--- src/rtl/vga_rect_fill.sv ---
// vga_rect_fill: rectangle-fill engine feeding the framebuffer write port.
// Takes one rectangle command (two corners plus colour), normalises and clips
// it to the visible area, then walks it in raster order.
// Each accepted cycle (we_o & pix_ready_i) produces one pixel write.
// All outputs come straight from registers.
module vga_rect_fill #(
  parameter int COORD_W = 11,
  parameter int H_RES   = 640,
  parameter int V_RES   = 480
) (
  input  logic               clk_i,
  input  logic               rstn_i,
  input  logic               cmd_valid_i,
  output logic               cmd_ready_o,
  input  logic [COORD_W-1:0] cmd_x0_i,
  input  logic [COORD_W-1:0] cmd_y0_i,
  input  logic [COORD_W-1:0] cmd_x1_i,
  input  logic [COORD_W-1:0] cmd_y1_i,
  input  logic               cmd_color_i,
  input  logic               abort_i,
  input  logic               pix_ready_i,
  output logic [COORD_W-1:0] addr_x_o,
  output logic [COORD_W-1:0] addr_y_o,
  output logic               color_o,
  output logic               we_o,
  output logic               busy_o,
  output logic               done_o
);

  typedef enum logic [1:0] {
    S_IDLE  = 2'd0,
    S_SETUP = 2'd1,
    S_RUN   = 2'd2,
    S_DONE  = 2'd3
  } state_e;

  // Last visible column/row. Coordinates above these are off-screen.
  localparam logic [COORD_W-1:0] X_LAST    = COORD_W'(H_RES - 1);
  localparam logic [COORD_W-1:0] Y_LAST    = COORD_W'(V_RES - 1);
  localparam logic [COORD_W-1:0] COORD_ONE = {{(COORD_W-1){1'b0}}, 1'b1};
  localparam logic [COORD_W-1:0] COORD_ZERO = {COORD_W{1'b0}};

  state_e             state_q, state_d;

  // Raw command, latched at accept
  logic [COORD_W-1:0] x0_q, x0_d;
  logic [COORD_W-1:0] y0_q, y0_d;
  logic [COORD_W-1:0] x1_q, x1_d;
  logic [COORD_W-1:0] y1_q, y1_d;
  logic               color_q, color_d;

  // Normalised and clipped bounds, loaded in SETUP
  logic [COORD_W-1:0] xmin_q, xmin_d;
  logic [COORD_W-1:0] xmax_q, xmax_d;
  logic [COORD_W-1:0] ymax_q, ymax_d;

  // Raster walk position
  logic [COORD_W-1:0] cx_q, cx_d;
  logic [COORD_W-1:0] cy_q, cy_d;

  // Registered output flags, computed from the next state
  logic               ready_q, ready_d;
  logic               we_q, we_d;
  logic               busy_q, busy_d;
  logic               done_q, done_d;

  // SETUP helpers: corner ordering, clipping and empty detection
  logic [COORD_W-1:0] norm_xmin_s;
  logic [COORD_W-1:0] norm_xmax_s;
  logic [COORD_W-1:0] norm_ymin_s;
  logic [COORD_W-1:0] norm_ymax_s;
  logic [COORD_W-1:0] clip_xmax_s;
  logic [COORD_W-1:0] clip_ymax_s;
  logic               empty_s;

  // Order the latched corners and clip the far edges to the visible area
  always_comb begin
    norm_xmin_s = x0_q;
    norm_xmax_s = x1_q;
    norm_ymin_s = y0_q;
    norm_ymax_s = y1_q;
    if (x1_q < x0_q) begin
      norm_xmin_s = x1_q;
      norm_xmax_s = x0_q;
    end else begin
      norm_xmin_s = x0_q;
      norm_xmax_s = x1_q;
    end
    if (y1_q < y0_q) begin
      norm_ymin_s = y1_q;
      norm_ymax_s = y0_q;
    end else begin
      norm_ymin_s = y0_q;
      norm_ymax_s = y1_q;
    end
    if (norm_xmax_s > X_LAST) begin
      clip_xmax_s = X_LAST;
    end else begin
      clip_xmax_s = norm_xmax_s;
    end
    if (norm_ymax_s > Y_LAST) begin
      clip_ymax_s = Y_LAST;
    end else begin
      clip_ymax_s = norm_ymax_s;
    end
    // A near corner that is already off-screen leaves nothing to draw.
    // Otherwise the clipped far edge cannot fall below the near edge.
    empty_s = (norm_xmin_s > X_LAST) || (norm_ymin_s > Y_LAST);
  end

  // Next-state logic: command accept, setup, raster walk and the done pulse
  always_comb begin
    state_d = state_q;
    x0_d    = x0_q;
    y0_d    = y0_q;
    x1_d    = x1_q;
    y1_d    = y1_q;
    color_d = color_q;
    xmin_d  = xmin_q;
    xmax_d  = xmax_q;
    ymax_d  = ymax_q;
    cx_d    = cx_q;
    cy_d    = cy_q;

    case (state_q)
      S_IDLE: begin
        if (cmd_valid_i) begin
          x0_d    = cmd_x0_i;
          y0_d    = cmd_y0_i;
          x1_d    = cmd_x1_i;
          y1_d    = cmd_y1_i;
          color_d = cmd_color_i;
          state_d = S_SETUP;
        end else begin
          state_d = S_IDLE;
        end
      end

      S_SETUP: begin
        if (abort_i) begin
          state_d = S_DONE;
        end else if (empty_s) begin
          state_d = S_DONE;
        end else begin
          xmin_d  = norm_xmin_s;
          xmax_d  = clip_xmax_s;
          ymax_d  = clip_ymax_s;
          cx_d    = norm_xmin_s;
          cy_d    = norm_ymin_s;
          state_d = S_RUN;
        end
      end

      S_RUN: begin
        // Abort wins over a same-cycle accepted write. That write does not
        // count, so the position is left where it was.
        if (abort_i) begin
          state_d = S_DONE;
        end else if (pix_ready_i) begin
          if (cx_q == xmax_q) begin
            if (cy_q == ymax_q) begin
              state_d = S_DONE;
            end else begin
              cx_d = xmin_q;
              cy_d = cy_q + COORD_ONE;
            end
          end else begin
            cx_d = cx_q + COORD_ONE;
          end
        end else begin
          state_d = S_RUN;
        end
      end

      S_DONE: begin
        state_d = S_IDLE;
      end

      default: begin
        state_d = S_IDLE;
      end
    endcase
  end

  // Output flags follow the state the engine is about to enter, so they are registered
  always_comb begin
    ready_d = (state_d == S_IDLE);
    we_d    = (state_d == S_RUN);
    busy_d  = (state_d != S_IDLE);
    done_d  = (state_d == S_DONE);
  end

  // State, command, bounds, position and output flag registers
  always_ff @(posedge clk_i or negedge rstn_i) begin
    if (!rstn_i) begin
      state_q <= S_IDLE;
      x0_q    <= COORD_ZERO;
      y0_q    <= COORD_ZERO;
      x1_q    <= COORD_ZERO;
      y1_q    <= COORD_ZERO;
      color_q <= 1'b0;
      xmin_q  <= COORD_ZERO;
      xmax_q  <= COORD_ZERO;
      ymax_q  <= COORD_ZERO;
      cx_q    <= COORD_ZERO;
      cy_q    <= COORD_ZERO;
      ready_q <= 1'b1;
      we_q    <= 1'b0;
      busy_q  <= 1'b0;
      done_q  <= 1'b0;
    end else begin
      state_q <= state_d;
      x0_q    <= x0_d;
      y0_q    <= y0_d;
      x1_q    <= x1_d;
      y1_q    <= y1_d;
      color_q <= color_d;
      xmin_q  <= xmin_d;
      xmax_q  <= xmax_d;
      ymax_q  <= ymax_d;
      cx_q    <= cx_d;
      cy_q    <= cy_d;
      ready_q <= ready_d;
      we_q    <= we_d;
      busy_q  <= busy_d;
      done_q  <= done_d;
    end
  end

  assign cmd_ready_o = ready_q;
  assign addr_x_o    = cx_q;
  assign addr_y_o    = cy_q;
  assign color_o     = color_q;
  assign we_o        = we_q;
  assign busy_o      = busy_q;
  assign done_o      = done_q;

endmodule

--- config.mk ---
export PLATFORM = sky130hd
export DESIGN_NAME = vga_rect_fill
export DESIGN_NICKNAME = d
export VERILOG_FILES = /design/src/rtl/vga_rect_fill.sv
export SDC_FILE = /design/constraint.sdc
export NUM_CORES = 1
export LEC_CHECK = 0
export BUFFER_PORTS_ARGS = -buffer_cell sky130_fd_sc_hd__buf_2
export CAP_MARGIN = 5
export CORE_MARGIN = 2
export CORE_UTILIZATION = 35
export DETAILED_ROUTE_END_ITERATION = 6
export GPL_TIMING_DRIVEN = 0
export PLACE_DENSITY = 0.6
export SLEW_MARGIN = 5
export SYNTH_ARGS = -nofsm -noshare
export SYNTH_HDL_FRONTEND = slang
export SYNTH_SLANG_ARGS = --single-unit
--- constraint.sdc ---
create_clock -name clk_i -period 3.3 [get_ports clk_i]
set_input_delay 0.99 -clock clk_i [delete_from_list [all_inputs] [get_ports clk_i]]
set_output_delay 0.99 -clock clk_i [all_outputs]
set_load 0.005 [all_outputs]
Yosys cells after proc, flatten, opt, wreduce, memory -nomap -nowiden --
Cells that the tools add are included.
Operators by class: add/sub/neg operators 2, order comparisons 6, multiplexer cells 28, reductions and logical operators 9, bitwise operators 2, equal/unequal tests 14
Operators with widths (count):
- 11-bit 2-to-1 mux | 18
- 11-bit case mux with 2 select lines | 2
- 11-bit by 1-bit adder with 11-bit output, second input constant | 2
- 11-bit == test | 2
- 11-bit by 10-bit > comparator with 1-bit output, second input constant | 2
- 11-bit by 9-bit > comparator with 1-bit output, second input constant | 2
- 11-bit < comparator | 2
- 2-bit inequality test, second input constant | 6
- 2-bit == test, second input constant | 4
- 2-bit 2-to-1 mux | 4
- 2-bit case mux with 4 select lines | 1
- 7-bit AND reduction | 1
- 6-bit AND reduction | 1
- 2-bit zero test | 2
- 2-bit nonzero test | 2
- 1-bit 2-to-1 mux | 3
- 3-bit inequality test, second input constant | 1
- 3-bit AND reduction | 1
- 2-bit by 1-bit == test with 1-bit output, second input constant | 1
- 1-bit inverter | 2
- 2-bit AND reduction | 1
- 1-bit logical OR | 1
Word-level totals: bits in registers 106, output and inout port bits 27, logic and storage cells 76

Depth between registers and ports, before layout --
Gate-level depths: netlist of the first run.
depth in word-level cells 8, mapped depth 11, gate-level depth less buffers 9

Worst setup path after synthesis of the first run --
No wires, ideal clock.
kind reg-to-reg, from reg y0_q[9], to reg cx_q[10] (netlist: addr_x_o[10]), cell stages (with the launch flop) 12, arrival time 2.501 ns, path slack 0.672 ns, clock period less this slack 2.628 ns, path buffers 2, cell sequence dfrtp_1 > inv_1 > ha_1 > a21oi_1 > a21boi_1 > or3_1 > a21o_1 > a221o_1 > buf_2 > o21ai_2 > buf_6 > mux2_1
On the way: longest elaborated chain between the ends 6
RTL lines:
- from (decl) | line 47 | logic [COORD_W-1:0] y0_q, y0_d;
- from (signal assigned) | line 214 | y0_q <= y0_d;
- 11-bit < comparator | line 89 | if (y1_q < y0_q) begin
- 11-bit 2-to-1 mux * | line 89
- 11-bit by 9-bit > comparator with 1-bit output * | line 108 | empty_s = (norm_xmin_s > X_LAST) || (norm_ymin_s > Y_LAST);
- 1-bit logical OR * | line 108
- 2-bit inequality test (no source line) *
- 6-bit AND reduction (no source line) *
- to (signal assigned) | line 205 | cx_q <= COORD_ZERO;
- to (signal assigned) | line 221 | cx_q <= cx_d;
- to (decl) | line 58 | logic [COORD_W-1:0] cx_q, cx_d;
Every way passes the cells marked *; elsewhere a longest branch is shown, timed or not. A chain may end at the register's enable or synchronous reset.

Worst setup path in the final report of the first run --
from reg x0_q[10], to reg cy_q[7] (netlist: addr_y_o[7])
On the way: longest elaborated chain between the ends 6
RTL lines:
- from (decl) | line 46 | logic [COORD_W-1:0] x0_q, x0_d;
- from (signal assigned) | line 197 | x0_q <= COORD_ZERO;
- from (signal assigned) | line 213 | x0_q <= x0_d;
- 11-bit < comparator | line 82 | if (x1_q < x0_q) begin
- 11-bit 2-to-1 mux * | line 82
- 11-bit by 10-bit > comparator with 1-bit output * | line 108
- 1-bit logical OR * | line 108
- 2-bit inequality test (no source line) *
- 7-bit AND reduction (no source line) *
- to (signal assigned) | line 222 | cy_q <= cy_d;
- to (decl) | line 59 | logic [COORD_W-1:0] cy_q, cy_d;
Marks and branches as above.

==> results of run 1 <==
-- logic make-up after synthesis --
kind of cell    share of synthesized area, %
compound gates                          14.3
xor+xnor                                4.64
fa+ha+maj                               4.71
buf+inv                                 3.66
flops                                   45.4
mux                                     14.7
simple gates                            12.6
-- cells in the final DEF, fill, tap and decap left out, types with 5 or more instances in the layout --
cell                        instances
sky130_fd_sc_hd__dfrtp_1          105
sky130_fd_sc_hd__buf_2             81
sky130_fd_sc_hd__nand2_1           56
sky130_fd_sc_hd__a21oi_1           48
sky130_fd_sc_hd__o21ai_0           44
sky130_fd_sc_hd__nor2_1            43
sky130_fd_sc_hd__mux2_2            36
sky130_fd_sc_hd__mux2i_1           35
sky130_fd_sc_hd__xnor2_1           27
sky130_fd_sc_hd__inv_1             23
sky130_fd_sc_hd__ha_1              22
sky130_fd_sc_hd__clkbuf_1          18
sky130_fd_sc_hd__nand4_1           11
sky130_fd_sc_hd__nand3_1           11
sky130_fd_sc_hd__mux2_1             9
sky130_fd_sc_hd__clkbuf_16          9
sky130_fd_sc_hd__nor3_1             8
sky130_fd_sc_hd__a31oi_1            7
sky130_fd_sc_hd__and2_1             6
sky130_fd_sc_hd__buf_1              5
-- state kept, by name, summed over array words and instances, names as in the netlist --
name         count
addr_x_o        11
addr_y_o        11
busy_o           1
cmd_ready_o      1
color_o          1
done_o           1
state_q          2
we_o             1
x0_q            11
x1_q            11
xmax_q          11
xmin_q          11
y0_q            11
y1_q            11
ymax_q          11
-- power groups by stage --
stage / Combinational [mW] / Clock [mW] / Sequential [mW]
after CTS: 3.94 / 1.04 / 2.59
final: 3.93 / 1.02 / 2.60
after detailed placement: 3.90 / 0 / 2.61
after floorplan: 2.90 / 0 / 2.42
after global routing: 4.41 / 1.09 / 2.70
after global placement: 3.79 / 0 / 2.57
-- final cells by class --
class	count	area (sq um)	area share [%]
flip-flops and latches	106	2650	39.0
clock buffers	10	229	3.36
clock inverters	6	43.8	0.644
repair buffers	77	410	6.03
inverters	24	90.1	1.32
multi-input cells	428	2980	43.8
plain buffers	29	124	1.82
well taps	220	275	4.04
-- worst max path at each step --
stage                          endpoint  slack [ns]  depth (start not counted)
2_1_floorplan  addr_x_o[10]$_DFFE_PN0P_        0.67                         11
3_3_place_gp    addr_y_o[3]$_DFFE_PN0P_        0.06                          1
3_5_place_dp    addr_y_o[7]$_DFFE_PN0P_        0.36                         10
4_1_cts         addr_y_o[7]$_DFFE_PN0P_        0.35                         10
5_1_grt         addr_y_o[7]$_DFFE_PN0P_        0.14                         10
6_report        addr_y_o[7]$_DFFE_PN0P_        0.33                         10
-- critical path, cell delays in order, from the launching register on --
cell and delay (ns):
sky130_fd_sc_hd__dfrtp_1 0.43, sky130_fd_sc_hd__inv_1 0.10, sky130_fd_sc_hd__ha_1 0.30, sky130_fd_sc_hd__nand2_1 0.07, sky130_fd_sc_hd__nor2_1 0.13, sky130_fd_sc_hd__a31oi_1 0.16
sky130_fd_sc_hd__a2111o_1 0.51, sky130_fd_sc_hd__a221oi_4 0.55, sky130_fd_sc_hd__buf_2 0.32, sky130_fd_sc_hd__o21ai_0 0.12, sky130_fd_sc_hd__o2bb2ai_1 0.15
-- layer usage --
metal | vias to the layer above | track usage (%)
met5 | - | 0
met3 | 26 | 3.61
met2 | 133 | 28.8
met1 | 2311 | 24.9
li1 | 2267 | -
met4 | 0 | 6.15
==> load_flow_metrics.sql, run 1 <==
INSERT INTO impl_metrics (metric_group, metric, value, unit) VALUES
('setup_path', 'cp-start-kind', 'flip-flop', ''),
('power_and_ir_drop', 'finalPower', '7.55', 'mW'),
('floorplanning', 'floorplan.rows', '47', ''),
('power_and_ir_drop', 'net_load_switching_power', '3.33', 'mW'),
('timing', 'layout_setup_ws', '0.331', 'ns'),
('timing', 'worst_slew_margin_rel', '53.2', '%'),
('route', 'top_layer_used', 'met4', ''),
('layout', 'design_area', '0.00681', 'sq mm'),
('clocking', 'clock_tree.buffer_depth', '2', ''),
('yosys', 'synth_area_per_cell', '9.96', 'sq um'),
('layout', 'diodes', '0', ''),
('clocking', 'clock_sinks', '106', ''),
('placement', 'placed_area', '0.00653', 'sq mm'),
('clocking', 'clock_latency_on_the_worst_skew_pair', '0.36', 'ns'),
('floorplanning', 'boundaryPins', '77', ''),
('power_and_ir_drop', 'leakage', '3.02', 'nW'),
('floorplanning', 'initial_utilization', '35.5', '%'),
('route', 'remaining_drc_errors', '0', ''),
('floorplanning', 'placeableCoreArea', '0.0165', 'sq mm'),
('setup_path', 'critPathMaxFanout', '10', ''),
('setup_path', 'critical_path.reg2reg.startpoint', 'x0_q[10]$_DFFE_PN0P_', ''),
('yosys', 'synth.most_common_cell', 'sky130_fd_sc_hd__dfrtp_1', ''),
('placement', 'final_gp_congestion', '0.849', ''),
('timing', 'timing.hold.ws', '0.487', 'ns'),
('yosys', 'ys_top_cells_by_area', 'sky130_fd_sc_hd__dfrtp_1 45%, sky130_fd_sc_hd__mux2_2 6.9%, sky130_fd_sc_hd__mux2i_1 6.0%', ''),
('clocking', 'setup_bufs_post_cts', '0', ''),
('grt', 'grt_util_all_layers', '18.2', '%'),
('worst_hold_path', 'timing.hold.worst.start', 'xmin_q[4]$_DFFE_PN0P_', ''),
('clocking', 'post_cts_resized', '0', ''),
('placement', 'dpl.cell_count', '884', ''),
('floorplanning', 'dieArea', '0.0178', 'sq mm'),
('route', 'detailroute.via_count', '4737', ''),
('status', 'outcome', 'complete, no violations', ''),
('power_and_ir_drop', 'p_int', '4.22', 'mW'),
('route', 'detail_route.wl_per_cell', '17.0', 'um'),
('layout', 'fin_nets', '747', ''),
('setup_path', 'critPathCaptureType', 'flip-flop', ''),
('timing', 'period_share', '90.0', '%'),
('power_and_ir_drop', 'combinational_group_share_of_total_power', '52.1', '%'),
('yosys', 'netlist.top_cell.by_area', 'sky130_fd_sc_hd__dfrtp_1', ''),
('grt', 'overflow', '0', ''),
('grt', 'grt_start_max_net_pins', '69', ''),
('clocking', 'clk_root_buffer_cell', 'sky130_fd_sc_hd__clkbuf_16', ''),
('clocking', 'cts_tree', 'built', ''),
('setup_path', 'worst_setup_path_startpoint', 'x0_q[10]$_DFFE_PN0P_', ''),
('setup_path', 'reg2reg_slack', '0.33', 'ns'),
('floorplanning', 'die_y_extent', '133', 'um'),
('yosys', 'mappedNetlistNets', '659', ''),
('layout', 'post-route-util', '41.3', '%'),
('power_and_ir_drop', 'swShare', '44.1', '%'),
('placement', 'io_buffer_count', '76', ''),
('yosys', 'synth_edf_count', '0', ''),
('route', 'via_per_instance_ratio', '5.26', ''),
('floorplanning', 'dieWidth', '133', 'um'),
('clocking', 'cts_buffers', '9', ''),
('timing', 'final_report_setup_violation_count', '0', ''),
('grt', 'first_global_vias', '4929', ''),
('clocking', 'h-tree-depth', '3', ''),
('clocking', 'cts.clk_slew.worst_paths', '0.07', 'ns'),
('yosys', 'synthArstFlopShare', '100', '%'),
('worst_hold_path', 'min_delay_path_depth', '2', ''),
('layout', 'syn_to_final_growth', '16.4', '%'),
('timing', 'clock.fmax', '337', 'MHz'),
('placement', 'detailed_place_hpwl', '11.6', 'mm'),
('yosys', 'syn_inst', '587', ''),
('timing', 'clock_skews', '0.00794', 'ns'),
('layout', 'finish.cell_count_without_fillers', '900', ''),
('route', 'drtPass1Iterations', '4', ''),
('power_and_ir_drop', 'clkPwrFrac', '13.5', '%'),
('route', 'detail_route.iter0.violations', '326', ''),
('setup_path', 'worstSetupPathType', 'reg2reg', '');
Power figures use the tool's default switching activity.
==> run 2, diff against run 1 <==
Settings changed: CORE_MARGIN 2 to unset.
==> run 2 against run 1 <==
  * Largest cell class unchanged
  * Critical endpoint is now addr_x_o[9]$_DFFE_PN0P_
  * Worst hold slack improved by 0.0033 ns
  * Largest power group unchanged
  * Clock-buffer cell count up 4
  * Register-to-register slack is essentially flat
==> load_flow_metrics.sql, run 2 (synthesized netlist as in run 1, its figures left out) <==
INSERT INTO impl_metrics (metric_group, metric, value, unit) VALUES
('status', 'outcome', 'complete, no violations', ''),
('placement', 'dpl.cell_count', '880', ''),
('route', 'via_per_instance_ratio', '5.20', ''),
('clocking', 'post_cts_resized', '0', ''),
('route', 'dr_wl_met2', '7.02', 'mm'),
('power_and_ir_drop', 'combinational_group_share_of_total_power', '51.7', '%'),
('timing', 'final_max_slew_viol_count', '0', ''),
('route', 'drtAntennaViolNets', '0', ''),
('route', 'detailroute.via_count', '4681', ''),
('power_and_ir_drop', 'swShare', '43.4', '%'),
('power_and_ir_drop', 'net_load_switching_power', '3.33', 'mW'),
('run', 'cap_violations', '0', ''),
('floorplanning', 'placeableCoreArea', '0.0161', 'sq mm'),
('power_and_ir_drop', 'leakage', '3.06', 'nW'),
('route', 'remaining_drc_errors', '0', ''),
('setup_path', 'worst_setup_path_startpoint', 'x0_q[10]$_DFFE_PN0P_', ''),
('layout', 'finish.cell_count_without_fillers', '900', ''),
('timing', 'post-route-min-period', '2.98', 'ns'),
('setup_path', 'crit-reg2reg-capture', 'addr_x_o[9]$_DFFE_PN0P_', ''),
('placement', 'io_buffer_count', '76', ''),
('clocking', 'h-tree-depth', '3', ''),
('layout', 'syn_to_final_growth', '17.3', '%'),
('clocking', 'cts.clk_slew.worst_paths', '0.07', 'ns'),
('setup_path', 'critPathCaptureType', 'flip-flop', ''),
('floorplanning', 'initial_utilization', '36.3', '%'),
('grt', 'grt_antenna_before_repair', '0', ''),
('grt', 'global_route_wire_length_before_repair', '25.6', 'mm'),
('timing', 'final-hold-violation-count', '0', ''),
('setup_path', 'critical_path.reg2reg.startpoint', 'x0_q[10]$_DFFE_PN0P_', ''),
('floorplanning', 'dieWidth', '131', 'um'),
('timing', 'clock_skews', '0.00541', 'ns'),
('clocking', 'clock_tree.buffer_depth', '2', ''),
('timing', 'clock.fmax', '335', 'MHz'),
('placement', 'detailed_place_hpwl', '11.7', 'mm'),
('power_and_ir_drop', 'clkPwrFrac', '14.3', '%'),
('grt', 'grt_util_all_layers', '18.6', '%'),
('floorplanning', 'floorplan.rows', '46', ''),
('grt', 'grt_start_max_net_pins', '60', ''),
('layout', 'layout.cells.most_common', 'sky130_fd_sc_hd__dfrtp_1', ''),
('layout', 'final_layout_fill_cell_count', '1609', ''),
('timing', 'worst_slew_margin_rel', '52.2', '%'),
('layout', 'fin_nets', '751', ''),
('floorplanning', 'dieArea', '0.0172', 'sq mm'),
('layout', 'share_of_layout_cells_above_drive_strength_1', '21.3', '%'),
('timing', 'rsz0062_at_grt', 'false', ''),
('floorplanning', 'boundaryPins', '77', ''),
('power_and_ir_drop', 'p_int', '4.34', 'mW'),
('clocking', 'clk_root_buffer_cell', 'sky130_fd_sc_hd__clkbuf_16', ''),
('power_and_ir_drop', 'cellPowerDensity', '1120', 'mW/mm^2'),
('setup_path', 'cp-start-kind', 'flip-flop', ''),
('route', 'met3_wirelength', '588', 'um'),
('power_and_ir_drop', 'peakVddDrop', '0.364', 'mV'),
('layout', 'diodes', '0', ''),
('route', 'drtPass1Iterations', '5', ''),
('clocking', 'clock_latency_on_the_worst_skew_pair', '0.35', 'ns'),
('setup_path', 'timing.critical_path.to', 'addr_x_o[9]$_DFFE_PN0P_', ''),
('grt', 'first_global_vias', '4847', ''),
('timing', 'period_share', '90.4', '%'),
('timing', 'tightest_slew', '0.717', 'ns'),
('setup_path', 'critPathMaxFanout', '10', ''),
('route', 'wl', '15.3', 'mm'),
('route', 'detail_route.wl_per_cell', '17.0', 'um'),
('route', 'top_layer_used', 'met4', ''),
('clocking', 'cts_buffers', '9', ''),
('clocking', 'clock_sinks', '106', ''),
('placement', 'final_gp_congestion', '0.863', ''),
('worst_hold_path', 'holdCritPathClass', 'reg2reg', ''),
('clocking', 'cts_tree', 'built', ''),
('timing', 'totalNegativeSetupSlack', '0', 'ns'),
('floorplanning', 'die_y_extent', '131', 'um'),
('setup_path', 'crit_arrival', '3.21', 'ns'),
('grt', 'overflow', '0', ''),
('timing', 'final_report_setup_violation_count', '0', ''),
('setup_path', 'worst_r2r_path_depth', '11', ''),
('route', 'route.layer.met1.wl', '7.47', 'mm'),
('setup_path', 'reg2reg_slack', '0.32', 'ns'),
('route', 'detail_route.iter0.violations', '188', ''),
('setup_path', 'worstSetupPathType', 'reg2reg', ''),
('setup_path', 'critPathRequiredTime', '3.53', 'ns'),
('power_and_ir_drop', 'seq_power_share', '34.1', '%'),
('layout', 'most-common-layout-cells', '105 x sky130_fd_sc_hd__dfrtp_1, 81 x sky130_fd_sc_hd__buf_2, 56 x sky130_fd_sc_hd__nand2_1, 48 x sky130_fd_sc_hd__a21oi_1, 44 x sky130_fd_sc_hd__o21ai_0', '');
run 2: cell count changes in the layout (fill, tap and decap cells not counted), moves of 2 or more:
cell,previous run,this run
sky130_fd_sc_hd__clkbuf_1,18,20
sky130_fd_sc_hd__clkbuf_8,0,2
sky130_fd_sc_hd__buf_4,1,5
sky130_fd_sc_hd__clkinv_4,3,0
run 2: metal layers:
layer,GRT usage (%),vias up
met4,6.46,0
met2,29.1,106
met3,3.36,17
met5,0,-
li1,-,2261
met1,25.7,2297
run 2: cell type report:
cell class              count  area [sq um]  share of cell area, %
well taps                 216           270                   3.94
inverters                  24          90.1                   1.31
plain buffers              29           124                   1.81
multi-input cells         428          2980                   43.4
flip-flops and latches    106          2650                   38.7
clock buffers              14           264                   3.85
repair buffers             81           440                   6.42
clock inverters             2          35.0                  0.511
run 2: worst max-delay path: stages, from the launching register on:
cell,delay (ns)
sky130_fd_sc_hd__dfrtp_1,0.42
sky130_fd_sc_hd__inv_1,0.09
sky130_fd_sc_hd__ha_1,0.30
sky130_fd_sc_hd__nand2_1,0.06
sky130_fd_sc_hd__nor2_1,0.17
sky130_fd_sc_hd__a31oi_1,0.17
sky130_fd_sc_hd__a2111o_1,0.51
sky130_fd_sc_hd__a221o_1,0.30
sky130_fd_sc_hd__buf_2,0.20
sky130_fd_sc_hd__o21ai_2,0.11
sky130_fd_sc_hd__buf_6,0.18
sky130_fd_sc_hd__mux2_1,0.34
run 2: how the worst min path moves through the flow:
stage	to	cells after the start	start
detailed placement	xmin_q[10]$_DFFE_PN0P_	1	xmin_q[10]$_DFFE_PN0P_
global route	xmin_q[10]$_DFFE_PN0P_	1	xmin_q[10]$_DFFE_PN0P_
floorplan	xmin_q[10]$_DFFE_PN0P_	1	xmin_q[10]$_DFFE_PN0P_
CTS	xmin_q[10]$_DFFE_PN0P_	1	xmin_q[10]$_DFFE_PN0P_
global placement	xmin_q[2]$_DFFE_PN0P_	2	xmin_q[2]$_DFFE_PN0P_
finish	xmin_q[7]$_DFFE_PN0P_	2	xmin_q[7]$_DFFE_PN0P_
run 2: metrics by stage:
stage | setup slack [ns] | utilization (%) | hold WS, ns | area [sq um] | total power, mW
4_1_cts | 0.255 | 42.4 | 0.492 | 6830 | 7.68
2_1_floorplan | 0.672 | - | 0.444 | 5850 | 5.32
3_3_place_gp | 0.0334 | 40.3 | 0.457 | 6500 | 6.40
6_report | 0.316 | 42.5 | 0.490 | 6860 | 7.67
3_5_place_dp | 0.262 | 40.5 | 0.471 | 6530 | 6.54
5_1_grt | 0.0691 | 42.5 | 0.504 | 6860 | 8.29
run 2: power groups by stage:
stage / clock network (mW) / registers (mW) / logic (mW)
2_1_floorplan: 0 / 2.42 / 2.90
3_3_place_gp: 0 / 2.59 / 3.81
3_5_place_dp: 0 / 2.63 / 3.91
4_1_cts: 1.12 / 2.61 / 3.95
5_1_grt: 1.18 / 2.71 / 4.39
6_report: 1.09 / 2.61 / 3.96
run 2: timing repair:
item	CTS	global route
setup endpoints to repair	0	1
endpoints found under the hold margin	0	0
setup buffers	0	4
hold buffers	0	0
==> run 3, diff against run 2 <==
Settings changed: CORE_MARGIN set to 2, PLACE_DENSITY 0.6 to 0.49.
==> run 3 against run 2 <==
  * Critical path depth down 3
  * Worst hold slack got worse by 0.0054 ns
  * Clock skew grew 0.0039 ns
  * Sequential power hardly changed
  * Combinational power barely moved
  * Final cell count did not move
  * Critical path type unchanged
  * Non-clock buffer count fell by 4
  * Setup slack got worse by 0.046 ns
  * Register-to-register slack got worse by 0.05 ns
  * Sequential cell count stayed put
  * Via count fell by 1.5%
  * Sequential share of layout area rose by 0.16 points
==> load_flow_metrics.sql, run 3 (synthesized netlist as in run 1, its figures left out) <==
INSERT INTO impl_metrics (metric_group, metric, value, unit) VALUES
('status', 'outcome', 'complete, no violations', ''),
('timing', 'final_max_slew_viol_count', '0', ''),
('setup_path', 'worstSetupPathType', 'reg2reg', ''),
('clocking', 'clk_root_buffer_cell', 'sky130_fd_sc_hd__clkbuf_16', ''),
('floorplanning', 'floorplan.rows', '47', ''),
('floorplanning', 'placeableCoreArea', '0.0165', 'sq mm'),
('route', 'remaining_drc_errors', '0', ''),
('worst_hold_path', 'min_delay_path_depth', '1', ''),
('floorplanning', 'boundaryPins', '77', ''),
('clocking', 'post_cts_resized', '0', ''),
('setup_path', 'cp-start-kind', 'flip-flop', ''),
('clocking', 'clock_tree.buffer_depth', '2', ''),
('timing', 'worst_slew_margin_rel', '49.0', '%'),
('layout', 'share_of_layout_cells_above_drive_strength_1', '20.7', '%'),
('route', 'drtPass1Iterations', '5', ''),
('floorplanning', 'die_y_extent', '133', 'um'),
('grt', 'grt_antenna_before_repair', '0', ''),
('clocking', 'cts.clk_slew.worst_paths', '0.07', 'ns'),
('layout', 'most-common-layout-cells', '105 x sky130_fd_sc_hd__dfrtp_1, 81 x sky130_fd_sc_hd__buf_2, 56 x sky130_fd_sc_hd__nand2_1, 48 x sky130_fd_sc_hd__a21oi_1, 44 x sky130_fd_sc_hd__o21ai_0', ''),
('route', 'detailroute.via_count', '4612', ''),
('route', 'via_per_instance_ratio', '5.12', ''),
('clocking', 'clock_latency_on_the_worst_skew_pair', '0.35', 'ns'),
('clocking', 'cts.hold.buffers_added', '0', ''),
('timing', 'final_report_setup_violation_count', '0', ''),
('setup_path', 'critical_path.slowest_cell', 'sky130_fd_sc_hd__a221oi_4', ''),
('timing', 'clock.fmax', '330', 'MHz'),
('layout', 'design_area', '0.00683', 'sq mm'),
('placement', 'final_gp_congestion', '0.844', ''),
('placement', 'detailed_place_hpwl', '11.8', 'mm'),
('setup_path', 'critPathMaxStageDelay', '0.65', 'ns'),
('timing', 'tightest_slew', '0.764', 'ns'),
('timing', 'period_share', '91.8', '%'),
('setup_path', 'critPathMaxFanout', '10', ''),
('layout', 'fin_nets', '747', ''),
('clocking', 'cts_buffers', '9', ''),
('floorplanning', 'initial_utilization', '35.5', '%'),
('route', 'drtAntennaViolNets', '0', ''),
('clocking', 'cts_tree', 'built', ''),
('layout', 'diodes', '0', ''),
('route', 'detail_route.wl_per_cell', '17.1', 'um'),
('floorplanning', 'dieWidth', '133', 'um'),
('timing', 'post-route-min-period', '3.03', 'ns'),
('grt', 'global_route_wire_length_before_repair', '25.2', 'mm'),
('power_and_ir_drop', 'peakVddDrop', '0.347', 'mV'),
('timing', 'layout_setup_ws', '0.270', 'ns'),
('setup_path', 'crit_arrival', '3.26', 'ns'),
('grt', 'grt_start_max_net_pins', '65', ''),
('grt', 'overflow', '0', ''),
('grt', 'first_global_vias', '4782', ''),
('floorplanning', 'dieArea', '0.0178', 'sq mm'),
('layout', 'layout.cells.most_common', 'sky130_fd_sc_hd__dfrtp_1', ''),
('clocking', 'h-tree-depth', '3', ''),
('route', 'detail_route.iter0.violations', '273', ''),
('clocking', 'setup_bufs_post_cts', '0', ''),
('grt', 'grt_util_all_layers', '18.1', '%'),
('placement', 'preCtsSetupSlack', '0.293', 'ns'),
('timing', 'clock_skews', '0.00932', 'ns'),
('setup_path', 'worst_r2r_path_depth', '8', ''),
('worst_hold_path', 'holdCritPathClass', 'reg2reg', ''),
('timing', 'rsz0062_at_grt', 'false', ''),
('clocking', 'clock_sinks', '106', ''),
('layout', 'syn_to_final_growth', '16.8', '%'),
('placement', 'placed_area', '0.00654', 'sq mm'),
('setup_path', 'critPathRequiredTime', '3.53', 'ns'),
('setup_path', 'crit_path_cell_trace', 'ha_1 -> a21o_1 -> a31oi_1 -> o21ai_0 -> a31oi_1 -> a221oi_4 -> nor2_1 -> o22a_1', ''),
('power_and_ir_drop', 'leakage', '3.03', 'nW'),
('route', 'wl', '15.4', 'mm'),
('power_and_ir_drop', 'cellPowerDensity', '1120', 'mW/mm^2'),
('timing', 'final-hold-violation-count', '0', ''),
('run', 'cap_violations', '0', ''),
('setup_path', 'critPathCaptureType', 'flip-flop', ''),
('placement', 'io_buffer_count', '76', ''),
('setup_path', 'timing.critical_path.mode_cell', 'sky130_fd_sc_hd__a31oi_1', '');
## run 3: worst paths after layout
kind                                        start                      end  slack, ns
setup / recovery              y1_q[2]$_DFFE_PN0P_  addr_y_o[3]$_DFFE_PN0P_       0.27
hold / removal             xmin_q[10]$_DFFE_PN0P_   xmin_q[10]$_DFFE_PN0P_       0.48
setup reg to reg              y1_q[2]$_DFFE_PN0P_  addr_y_o[3]$_DFFE_PN0P_       0.27
hold reg to reg            xmin_q[10]$_DFFE_PN0P_   xmin_q[10]$_DFFE_PN0P_       0.48
max in group asynchronous                  rstn_i    cmd_ready_o$_DFF_PN1_       2.04
min in group asynchronous                  rstn_i      x0_q[9]$_DFFE_PN0P_       0.56
## run 3: through the flow
step	utilization (%)	TNS [ns]	instances	hold WS, ns	total power, mW
detailed placement	39.7	0	884	0.467	6.55
global placement	39.5	-2.56	883	0.458	6.45
finish	41.5	0	900	0.485	7.64
floorplan	-	0	587	0.444	5.32
global route	41.5	0	900	0.507	8.27
CTS	41.5	0	900	0.489	7.68
## run 3: power breakdown
group	switching, mW	internal (mW)
combinational	2.18	1.78
clock	0.478	0.612
sequential	0.663	1.93
total	3.32	4.31
## run 3: worst max-delay path: cells and delay by family (launching register included)
kind                       cells  cell delay [ns]
AOI/OAI and AO/OA              6             1.83
adders and majority gates      1             0.33
DFF                            1             0.43
and+or+nand+nor                1             0.32
## run 3: metal layers
layer	global-route usage, %	routed length [um]	vias up
met5	0	0	-
met4	6.44	269	0
met3	2.74	748	16
met2	27.5	6620	131
met1	26.2	7770	2202
li1	-	-	2263
## run 3: area by class of cell
cell class              instances  area (sq um)
plain buffers                  29           124
clock buffers                  14           254
clock inverters                 2          37.5
fillers                      1677          9640
inverters                      24          90.1
multi-input cells             428          2980
flip-flops and latches        106          2650
well taps                     220           275
repair buffers                 77           414
